`config.mk`:
```
export PLATFORM = sky130hd
export DESIGN_NAME = pad_serial_reader
export DESIGN_NICKNAME = d
export VERILOG_FILES = /design/src/rtl/pad_pkg.sv /design/src/rtl/sync_2ff.sv /design/src/rtl/pad_serial_reader.sv
export SDC_FILE = /design/constraint.sdc
export NUM_CORES = 1
export LEC_CHECK = 0
export CAP_MARGIN = 30
export CORE_AREA = 2 2 73 75
export DETAILED_ROUTE_END_ITERATION = 10
export DIE_AREA = 0 0 75 77
export DONT_BUFFER_PORTS = 1
export GPL_TIMING_DRIVEN = 1
export PLACE_DENSITY = 0.85
export REMOVE_ABC_BUFFERS = 1
export SLEW_MARGIN = 20
export SYNTH_ARGS = -nofsm -noshare
export SYNTH_HDL_FRONTEND = slang
export SYNTH_SLANG_ARGS = --single-unit
```
`constraint.sdc`:
```
create_clock -name system_clk_25MHz -period 4.7 [get_ports system_clk_25MHz]
set_input_delay 1.175 -clock system_clk_25MHz [delete_from_list [all_inputs] [get_ports system_clk_25MHz]]
set_output_delay 1.175 -clock system_clk_25MHz [all_outputs]
set_load 0.02 [all_outputs]
```
`src/rtl/pad_pkg.sv`:
```
// rtl/pad_pkg.sv - shared types and frame/button constants for the pad poller
package pad_pkg;

  typedef enum logic [2:0] {
    ST_IDLE,
    ST_LATCH,
    ST_PULSE_HI,
    ST_PULSE_LO,
    ST_DONE
  } pad_state_t;

  localparam int         FRAME_BITS = 16;
  localparam logic [3:0] LAST_BIT   = 4'd15;
  localparam logic [3:0] SNES_ID    = 4'b1111;

  // Bit positions shared by both pad types
  localparam int BIT_SELECT = 2;
  localparam int BIT_START  = 3;
  localparam int BIT_UP     = 4;
  localparam int BIT_DOWN   = 5;
  localparam int BIT_LEFT   = 6;
  localparam int BIT_RIGHT  = 7;

  // NES serial order
  localparam int NES_A = 0;
  localparam int NES_B = 1;

  // SNES serial order
  localparam int SNES_B = 0;
  localparam int SNES_Y = 1;
  localparam int SNES_A = 8;
  localparam int SNES_X = 9;
  localparam int SNES_L = 10;
  localparam int SNES_R = 11;

  typedef struct packed {
    logic is_snes;
    logic a;
    logic b;
    logic sel;
    logic start;
    logic up;
    logic down;
    logic left;
    logic right;
    logic x;
    logic y;
    logic l;
    logic r;
  } pad_buttons_t;

endpackage

```
`src/rtl/sync_2ff.sv`:
```
// rtl/sync_2ff.sv - single-bit two-flop synchroniser
module sync_2ff #(
  parameter logic RESET_VAL = 1'b1
) (
  input  logic i_clk,
  input  logic i_rst_n,
  input  logic i_d,
  output logic o_q
);

  logic r_meta;
  logic r_sync;

  // Two-stage capture of the asynchronous input; resets to the line's idle level
  always_ff @(posedge i_clk) begin
    if (!i_rst_n) begin
      r_meta <= RESET_VAL;
      r_sync <= RESET_VAL;
    end else begin
      r_meta <= i_d;
      r_sync <= r_meta;
    end
  end

  assign o_q = r_sync;

endmodule

```
`src/rtl/pad_serial_reader.sv`:
```
// rtl/pad_serial_reader.sv - NES/SNES pad poller with type auto-detect and decode
module pad_serial_reader
  import pad_pkg::*;
#(
  parameter int LATCH_CYCLES = 300,
  parameter int HALF_CYCLES  = 150,
  parameter int POLL_CYCLES  = 416667
) (
  input  logic system_clk_25MHz,
  input  logic rst_n,
  input  logic pad_data,
  output logic pad_latch,
  output logic pad_clk,
  output logic A_out,
  output logic B_out,
  output logic select_out,
  output logic start_out,
  output logic up_out,
  output logic down_out,
  output logic left_out,
  output logic right_out,
  output logic X_out,
  output logic Y_out,
  output logic L_out,
  output logic R_out,
  output logic is_snes,
  output logic buttons_valid
);

  localparam int POLL_W    = (POLL_CYCLES < 2) ? 1 : $clog2(POLL_CYCLES);
  localparam int PHASE_MAX = (LATCH_CYCLES > HALF_CYCLES) ? LATCH_CYCLES : HALF_CYCLES;
  localparam int PHASE_W   = (PHASE_MAX < 2) ? 1 : $clog2(PHASE_MAX);

  localparam logic [POLL_W-1:0]  POLL_LAST  = POLL_W'(POLL_CYCLES - 1);
  localparam logic [PHASE_W-1:0] LATCH_LAST = PHASE_W'(LATCH_CYCLES - 1);
  localparam logic [PHASE_W-1:0] HALF_LAST  = PHASE_W'(HALF_CYCLES - 1);

  pad_state_t              r_state;
  logic [POLL_W-1:0]       r_poll_cnt;
  logic [PHASE_W-1:0]      r_phase;
  logic [3:0]              r_bit;
  logic [FRAME_BITS-1:0]   r_raw;
  logic                    r_latch;
  logic                    r_clk;
  logic                    r_valid;
  pad_buttons_t            r_btn;

  logic                    w_ds;
  logic                    w_tick;
  logic [11:0]             w_pressed;
  pad_buttons_t            w_dec;

  sync_2ff #(.RESET_VAL(1'b1)) u_sync_data (
    .i_clk   (system_clk_25MHz),
    .i_rst_n (rst_n),
    .i_d     (pad_data),
    .o_q     (w_ds)
  );

  // Free-running poll timer; a frame starts whenever it reads zero while idle
  always_ff @(posedge system_clk_25MHz) begin
    if (!rst_n) begin
      r_poll_cnt <= '0;
    end else if (r_poll_cnt == POLL_LAST) begin
      r_poll_cnt <= '0;
    end else begin
      r_poll_cnt <= r_poll_cnt + POLL_W'(1);
    end
  end

  assign w_tick = (r_poll_cnt == '0);

  // Decode the captured frame; pad type comes from the top nibble
  always_comb begin
    w_pressed     = ~r_raw[11:0];
    w_dec         = '0;
    w_dec.is_snes = (r_raw[15:12] == SNES_ID);
    w_dec.sel     = w_pressed[BIT_SELECT];
    w_dec.start   = w_pressed[BIT_START];
    w_dec.up      = w_pressed[BIT_UP];
    w_dec.down    = w_pressed[BIT_DOWN];
    w_dec.left    = w_pressed[BIT_LEFT];
    w_dec.right   = w_pressed[BIT_RIGHT];
    if (w_dec.is_snes) begin
      w_dec.a = w_pressed[SNES_A];
      w_dec.b = w_pressed[SNES_B];
      w_dec.x = w_pressed[SNES_X];
      w_dec.y = w_pressed[SNES_Y];
      w_dec.l = w_pressed[SNES_L];
      w_dec.r = w_pressed[SNES_R];
    end else begin
      w_dec.a = w_pressed[NES_A];
      w_dec.b = w_pressed[NES_B];
    end
  end

  // Frame sequencer: latch, 15 clock pulses sampling one bit each, then publish
  always_ff @(posedge system_clk_25MHz) begin
    if (!rst_n) begin
      r_state <= ST_IDLE;
      r_phase <= '0;
      r_bit   <= '0;
      r_raw   <= '0;
      r_latch <= 1'b0;
      r_clk   <= 1'b0;
      r_valid <= 1'b0;
      r_btn   <= '0;
    end else begin
      r_valid <= 1'b0;
      case (r_state)
        ST_IDLE: begin
          if (w_tick) begin
            r_latch <= 1'b1;
            r_phase <= '0;
            r_state <= ST_LATCH;
          end
        end
        ST_LATCH: begin
          if (r_phase == LATCH_LAST) begin
            r_raw[0] <= w_ds;
            r_latch  <= 1'b0;
            r_clk    <= 1'b1;
            r_bit    <= 4'd1;
            r_phase  <= '0;
            r_state  <= ST_PULSE_HI;
          end else begin
            r_phase <= r_phase + PHASE_W'(1);
          end
        end
        ST_PULSE_HI: begin
          if (r_phase == HALF_LAST) begin
            r_raw[r_bit] <= w_ds;
            r_clk        <= 1'b0;
            r_phase      <= '0;
            r_state      <= ST_PULSE_LO;
          end else begin
            r_phase <= r_phase + PHASE_W'(1);
          end
        end
        ST_PULSE_LO: begin
          if (r_phase == HALF_LAST) begin
            r_phase <= '0;
            if (r_bit == LAST_BIT) begin
              r_state <= ST_DONE;
            end else begin
              r_bit   <= r_bit + 4'd1;
              r_clk   <= 1'b1;
              r_state <= ST_PULSE_HI;
            end
          end else begin
            r_phase <= r_phase + PHASE_W'(1);
          end
        end
        ST_DONE: begin
          r_btn   <= w_dec;
          r_valid <= 1'b1;
          r_state <= ST_IDLE;
        end
        default: begin
          r_state <= ST_IDLE;
        end
      endcase
    end
  end

  assign pad_latch     = r_latch;
  assign pad_clk       = r_clk;
  assign buttons_valid = r_valid;
  assign is_snes       = r_btn.is_snes;
  assign A_out         = r_btn.a;
  assign B_out         = r_btn.b;
  assign select_out    = r_btn.sel;
  assign start_out     = r_btn.start;
  assign up_out        = r_btn.up;
  assign down_out      = r_btn.down;
  assign left_out      = r_btn.left;
  assign right_out     = r_btn.right;
  assign X_out         = r_btn.x;
  assign Y_out         = r_btn.y;
  assign L_out         = r_btn.l;
  assign R_out         = r_btn.r;

endmodule

```
# Word-level counts from Yosys, hierarchy flattened
# Index checks and enable logic that the tools add are counted.
[op_classes]
addsub = 3
order_cmp = 2
n_eq_ne = 14
mux = 31
bitwise = 2
reduce_logical = 17
[op_table]
columns = ["operator", "n"]
rows = [
  ["$mux 9", 3],
  ["$pmux 9 s3", 1],
  ["$add 19x1->19 const B", 1],
  ["$eq 19x19->1 const B", 1],
  ["$logic_not 19->1", 1],
  ["$bwmux 16", 1],
  ["$mux 4", 4],
  ["$mux 3", 5],
  ["$not 12->12", 1],
  ["$pmux 3 s4", 1],
  ["$mux 1", 10],
  ["$ne 2x2->1 const B", 5],
  ["$add 9x1->9 const B", 1],
  ["$eq 9x8->1 const B", 1],
  ["$eq 9x9->1 const B", 1],
  ["$eq 4x4->1 const B", 2],
  ["$pmux 4 s2", 1],
  ["$reduce_and 4->1", 2],
  ["$eq 3x2->1 const B", 2],
  ["$reduce_and 3->1", 2],
  ["$reduce_bool 2->1", 3],
  ["$reduce_bool 3->1", 2],
  ["$lt 4x5->1 const B", 1],
  ["$reduce_and 5->1", 1],
  ["13 further kinds", 16],
]
[word_totals]
reg_bits = 69
in_bits = 3
output_inout_bits = 16
wordCells = 93

# Logic depth before layout (Yosys ltp)
[logic_depth]
word_depth = 7
depth_mapped = 8
depth_no_buf = 7

# By module
# Synthesis repeated with hierarchy kept, for this count alone.
[hier_totals]
cells_unflattened = 371
area_unflattened_um2 = 3156.8
[by_module_without_submodules]
columns = ["module", "n_inst", "cells_per_inst", "area_per_inst_um2", "seq_area_each_um2"]
rows = [
  ["pad_serial_reader", 1, 367, 3104.2, 1341.3],
  ["sync_2ff", 1, 4, 52.6, 40.0],
]

# Worst setup path before layout
# OpenSTA, ideal clock, no wires.
[synth_path]
path_type = "input to register"
start = "input port rst_n"
end = "register r_raw[12]"
setup_ns = 0.087
t_arrival_ns = 2.128
t_required_ns = 4.613
slack_ns = 2.485
path_stages = 5
n_path_buf = 3
path_cell_list = "clkbuf_1 clkbuf_1 clkbuf_1 o211ai_1 o31ai_1"
[synth_lines]
columns = ["item", "line_no", "source"]
rows = [
  ["start, declared", "pad_serial_reader.sv:10", "input logic rst_n,"],
  ["end signal, assigned by index", "pad_serial_reader.sv:132", "r_raw[r_bit] <= w_ds;"],
  ["end, declared", "pad_serial_reader.sv:42", "logic [FRAME_BITS-1:0] r_raw;"],
]

# Worst setup path after layout
[layout_path]
start = "register r_state[1]"
end = "register r_btn (netlist bit Y_out)"
[layout_via]
elab_chain_len = 1
[layout_rtl]
columns = ["item", "line_no", "source"]
rows = [
  ["start, declared", "pad_serial_reader.sv:38", "pad_state_t r_state;"],
  ["start signal, assigned", "pad_serial_reader.sv:100", "r_state <= ST_IDLE;"],
  ["start signal, assigned", "pad_serial_reader.sv:115", "r_state <= ST_LATCH;"],
  ["start signal, assigned", "pad_serial_reader.sv:125", "r_state <= ST_PULSE_HI;"],
  ["$eq 3x3->1", "pad_serial_reader.sv:110", "case (r_state)"],
  ["end signal, assigned", "pad_serial_reader.sv:155", "r_btn <= w_dec;"],
  ["end, declared", "pad_serial_reader.sv:46", "pad_buttons_t r_btn;"],
]
# Every way passes these cells.
# A chain may end at the register's enable or synchronous reset.

==> impl_metrics.yaml <==
status:
  status: "finished clean"
global_route:
  grt_pass1_wl_mm: 10.5
  grt-ovfl-total: 0
  grt_pass1_vias: 2274
  grt_max_degree: 62
  antenna_found_initial: 0
  track_usage_pct: 23.5
synthesis:
  synthSimpleGateAreaFrac_pct: 26.8
  synthTopCellsByArea: "dfxtp_1 43%, nand2_1 5.0%, o21ai_0 3.6%, ha_1 3.5%, o211ai_1 3.5%"
  synthXorXnorAreaFrac_pct: 4.68
  synth_cell_types: 52
  syn_inst: 356
  synth_area_um2: 3180
  synthAdderAreaFrac_pct: 3.54
  synth.top_cell.area_share_pct: 43.4
  synthArstFlopShare_pct: 0
  seq_area_frac_synth_pct: 43.4
  avgSynthCellArea_um2: 8.94
  ys.flop_type: "dfxtp_1"
  synth_compound_area_share_pct: 16.5
  ys.warnings.count: 0
  yosys.area.top_type: "dfxtp_1"
  synth_top_family_by_area: "simple AND/OR/NAND/NOR gates"
  synth.most_common_cell: "dfxtp_1"
  synth-edff-count: 0
  ys_top_cells_by_count: "69 x dfxtp_1, 42 x nand2_1, 28 x nor2_1"
  muxShareOfSynthArea_pct: 0.943
  synth_seq_cells: 69
sta:
  max_freq_mhz: 501
  relSlewSlack_pct: 48.0
  period_share_pct: 42.5
  timing.final.ws_setup_ps: 2700
  hold_viol_final: 0
  slew_violations: 0
  rsz0062_at_grt: "no"
  worst_pin_slew_ps: 774
  setup_viol: 0
  finalSetupTns_ps: 0
  fin_crit_ps: 2000
  finClkSkew_ps: 9.63
layout:
  layout-drive-gt1-share_pct: 7.93
  n_antenna_cell: 0
  final_util_pct: 67.4
  layout.nets: 361
  syn_to_final_growth_pct: 5.34
  fin_area_um2: 3350
floorplan:
  io_pins: 19
  die_w_um: 75
  std_cell_rows: 26
  dieArea_um2: 5780
  fp.dieH_um: 77
  start_util_pct: 64.0
  fp.coreArea_um2: 4980
pwr:
  finalPower_mw: 1.16
  ir_worst_vdd_uv: 168
  pwr-share-comb_pct: 7.2
  p_switching_uw: 298
  p_clk_share_pct: 39.8
  p_per_area_nw_per_um2: 347
  sequentialPowerShare_pct: 53.0
  internal_power_uw: 866
  p_leak_nw: 1.18
  switching_share_pct: 25.6
clock_network:
  h-tree-depth: 3
  cts_resized: 0
  cts_buffers: 9
  clk_latency_ps: 350
  hold_buffers: 0
  clock_tree.root_cell: "clkbuf_8"
  clk_pin_slew_ps: 80
  cts.path.max_buffers: 2
  tritoncts: "yes"
  clock-sinks: 69
  cts_setup_buffers: 0
drt:
  viasPerCell: 5.93
  postRouteWirelength_mm: 6.19
  drt_first_pass_iters: 4
  num_vias: 2510
  drt_iter0_drc: 228
  ant_nets: 0
  wl_per_cell_um: 14.6
  drc_errors: 0
critical_path:
  ff2ff_path_depth: 5
  endpoint_kind: "flop"
  cp.required_ps: 5000
  critPathKind: "reg2reg"
  cp_max_fo: 20
  critPathLaunchType: "flop"
  arrival_ps: 2290
worst_hold_path:
  min_delay_path_depth: 1
  hold_class: "reg2reg"
placement:
  hpwlAfterDp_mm: 4.06
  dp_slack_ps: 2700
  port_buffers: 0
  gp_congestion: 0.864
  placed_area_um2: 3170
run:
  drv_cap: 0
power by group through the flow:
| stage | combinational (mW) | clock, mW | sequential [mW] |
|---|---|---|---|
| 3_5_place_dp | 0.0828 | 0 | 0.631 |
| 3_3_place_gp | 0.0807 | 0 | 0.629 |
| 4_1_cts | 0.0839 | 0.474 | 0.617 |
| 5_1_grt | 0.0975 | 0.498 | 0.619 |
| 6_report | 0.0842 | 0.463 | 0.617 |
| 2_1_floorplan | 0.0649 | 0 | 0.626 |
through the flow:
step	std cells	hold slack (ps)
4_1_cts	423	409
2_1_floorplan	338	386
6_report	423	407
5_1_grt	423	424
3_5_place_dp	408	393
3_3_place_gp	408	390
logic make-up (layout without fill, tap and decap cells):
kind of cell    count (synthesis)  count (layout)
simple gates                  158             158
compound gates                 75              75
flops                          69              69
buf+inv                        25              22
fa+ha+maj                       9               9
xor+xnor                       17              17
mux                             3               3
cell usage in the layout (no fill, tap or decap), types with 4 or more instances in the layout:
master | Yosys | final
nor2_1 | 28 | 28
o211ai_1 | 15 | 15
ha_1 | 9 | 9
and2_1 | 11 | 11
nand2_1 | 42 | 42
clkinvlp_4 | 0 | 4
o21ai_0 | 23 | 23
o31ai_1 | 13 | 13
and3_1 | 8 | 8
nand4_1 | 12 | 12
xnor2_1 | 6 | 6
dfxtp_1 | 69 | 69
nor2b_1 | 4 | 4
clkbuf_8 | 1 | 9
xor2_1 | 11 | 11
nand3_1 | 16 | 16
nor3_1 | 5 | 5
nor4_1 | 6 | 6
inv_1 | 7 | 7
nand2b_1 | 6 | 6
worst max-delay path: stages, from the launching register on:
cell and delay (ps):
dfxtp_1 370, nor2_1 340, nand2_1 430, or2_2 470, o21ai_0 190, and2_1 150
metal layers:
metal	global-route usage, %	part of all wire, %	vias up
met4	10.0	1.8	0
li1	-	-	1258
met2	35.6	48	57
met1	30.4	46	1184
met3	7.23	3.8	11
met5	0	0	-
sequential cells by signal (all words and copies together), names as in the netlist, 3 cells and up:
signal      flops
r_poll_cnt     19
r_bit           4
r_state         3
r_phase         9
r_raw          16
final timing paths:
check                                start                         end  slack (ps)
max                r_state[1]$_SDFFE_PN0P_          Y_out$_SDFFE_PN0P_        2700
min          u_sync_data.r_meta$_SDFF_PN1_  u_sync_data.o_q$_SDFF_PN1_         410
max reg2reg        r_state[1]$_SDFFE_PN0P_          Y_out$_SDFFE_PN0P_        2700
min reg2reg  u_sync_data.r_meta$_SDFF_PN1_  u_sync_data.o_q$_SDFF_PN1_         410
layout make-up:
| type | count | area [µm²] |
|---|---|---|
| Tap cell | 70 | 87.6 |
| Inverter | 7 | 26.3 |
| Clock inverter | 6 | 65.1 |
| Fill cell | 420 | 1620 |
| Multi-Input combinational cell | 262 | 1670 |
| Clock buffer | 9 | 124 |
| Sequential cell | 69 | 1380 |
(Power assumes the default switching activity.)
==> patch (same settings) <==
Put a register stage on the output `select_out`, cleared by the reset. The value now appears one clock later. The other outputs are not delayed to match.
--- a/src/rtl/pad_serial_reader.sv
+++ b/src/rtl/pad_serial_reader.sv
@@ -170,5 +170,11 @@
   assign A_out         = r_btn.a;
   assign B_out         = r_btn.b;
-  assign select_out    = r_btn.sel;
+  always_ff @(posedge system_clk_25MHz) begin
+    if (!rst_n) begin
+      select_out <= '0;
+    end else begin
+      select_out <= r_btn.sel;
+    end
+  end
   assign start_out     = r_btn.start;
   assign up_out        = r_btn.up;
Check against the original RTL: no difference found for any inputs over 10 cycles, from zero or initial values and one cycle with rst_n low; that may be too few to reach the edited logic, so the function may still have changed.
==> patch against the unedited design <==
  * Power grew 4.1%
  * Final area grew 2.9%
  * Worst setup slack lost 0.14 ns
  * Sequential share of layout area shrank 0.57 points
  * First-iteration DRC count shrank 28%
  * Clock power is essentially flat
  * Routed wire length shrank 4.3%
  * Sequential cell count grew 1
  * Utilization grew 1.9 points
  * Area after synthesis grew 2.4%
  * Highest routed layer unchanged
==> patch: results <==
group,metric,value,unit
synth,syn_inst,370,
route,drt-pass1-iter-count,5,
placed_design,gp_congestion,0.849,
clock_tree,cts_setup_buffers,0,
critical_path,r2r-start,"r_phase[0]$_SDFFE_PN0P_",
global_route,grt_pass1_wl,10.3,mm
run_status,status,"finished, final reports clean",
synth,ys_seq_area_share,43.0,%
placed_design,placed_cells,424,
route,wire_per_inst,13.5,um
cells_and_area,finalNonFillerCells,439,
route,drc,0,
global_route,gr-usage-all-layers,23.0,%
timing,tightestPinTransition,0.813,ns
placed_design,dpl_cell_area,3260,um^2
route,drt_iter0_markers,165,
critical_path,worst_ep_arrival_time,2.38,ns
synth,synthTopCellsByArea,"dfxtp_1 43%, nand3_1 6.1%, o21ai_0 4.1%, nor2_1 4.0%, nand2_1 3.9%",
synth,synth.distinct_cells,55,
cells_and_area,layout-drive-gt1-share,8.94,%
power_and_ir_drop,ir_drop,0.214,mV
global_route,grt_pass1_vias,2413,
critical_path,rr_endpoint,"r_raw[15]$_SDFFE_PN0P_",
critical_path,worstPathMaxFanout,17,
critical_path,max_stage_delay,0.77,ns
cells_and_area,fin_nets,377,
route,vias,2493,
power_and_ir_drop,p_leak,1.29,nW
placed_design,dp_hpwl,4.08,mm
critical_path,critPathSlowestCell,"nor4_4",
timing,fin_worst_skew,0.00963,ns
patch: cell count changes after synthesis, sizes merged, moves of 5 or more:
| cell | before | now |
|---|---|---|
| o211ai | 15 | 2 |
| o21ai | 23 | 37 |
| inv | 7 | 12 |
| o31ai | 13 | 0 |
| nand2 | 43 | 34 |
| nand3 | 16 | 40 |
| nor2 | 28 | 35 |
patch: cell type report:
class,count,area (um^2)
well taps,70,87.6
fillers,389,1530
clock inverters,6,63.8
multi-input cells,272,1730
inverters,12,45.0
flip-flops and latches,70,1400
clock buffers,9,124
patch: stage by stage:
| stage | hold WS (ns) | total power, mW | setup slack, ns |
|---|---|---|---|
| final | 0.416 | 1.21 | 2.56 |
| after global routing | 0.433 | 1.26 | 2.34 |
| after CTS | 0.418 | 1.22 | 2.58 |
| after detailed placement | 0.400 | 0.761 | 2.59 |
| after global placement | 0.401 | 0.756 | 2.65 |
| after floorplan | 0.386 | 0.734 | 2.82 |
patch: worst reg2reg max path, cell delays in order (launching register included):
cell and delay, ns:
dfxtp_1 0.42, ha_1 0.20, nand4bb_2 0.18, nor4_4 0.77, nand4_1 0.23, mux2i_1 0.19, nor2b_1 0.06
patch: worst min-delay path by stage:
stage                                        startpoint                          to  slack, ns
after floorplan           u_sync_data.r_meta$_SDFF_PN1_  u_sync_data.o_q$_SDFF_PN1_       0.39
after global placement    u_sync_data.r_meta$_SDFF_PN1_  u_sync_data.o_q$_SDFF_PN1_       0.40
after detailed placement  u_sync_data.r_meta$_SDFF_PN1_  u_sync_data.o_q$_SDFF_PN1_       0.40
after CTS                 u_sync_data.r_meta$_SDFF_PN1_  u_sync_data.o_q$_SDFF_PN1_       0.42
after global routing      u_sync_data.r_meta$_SDFF_PN1_  u_sync_data.o_q$_SDFF_PN1_       0.43
final                     u_sync_data.r_meta$_SDFF_PN1_  u_sync_data.o_q$_SDFF_PN1_       0.42
patch: layer usage:
| layer | track usage (%) | up-vias | part of all wire (%) |
|---|---|---|---|
| li1 | - | 1291 | - |
| met1 | 28.5 | 1145 | 46 |
| met2 | 36.5 | 45 | 49 |
| met3 | 5.12 | 12 | 3.8 |
| met4 | 12.0 | 0 | 1.8 |
| met5 | 0 | - | 0 |
patch: cells by family (layout without fill, tap and decap cells):
logic type               count (synthesis)  count (layout)  synth area share, %
multiplexers                             4               4                 1.30
XOR/XNOR                                18              18                 4.83
buffers and inverters                   28              27                 4.03
flip-flops                              70              70                 43.0
AO/OA/AOI/OAI                           56              56                 11.1
AND/OR/NAND/NOR                        185             185                 32.3
adder cells (fa/ha/maj)                  9               9                 3.45
patch: where the power goes:
part	total, mW	switching [mW]	leakage (nW)	internal (mW)
Combinational	0.112	0.0648	0.634	0.0474
Clock	0.463	0.222	0.0911	0.241
Sequential	0.637	0.0274	0.566	0.609
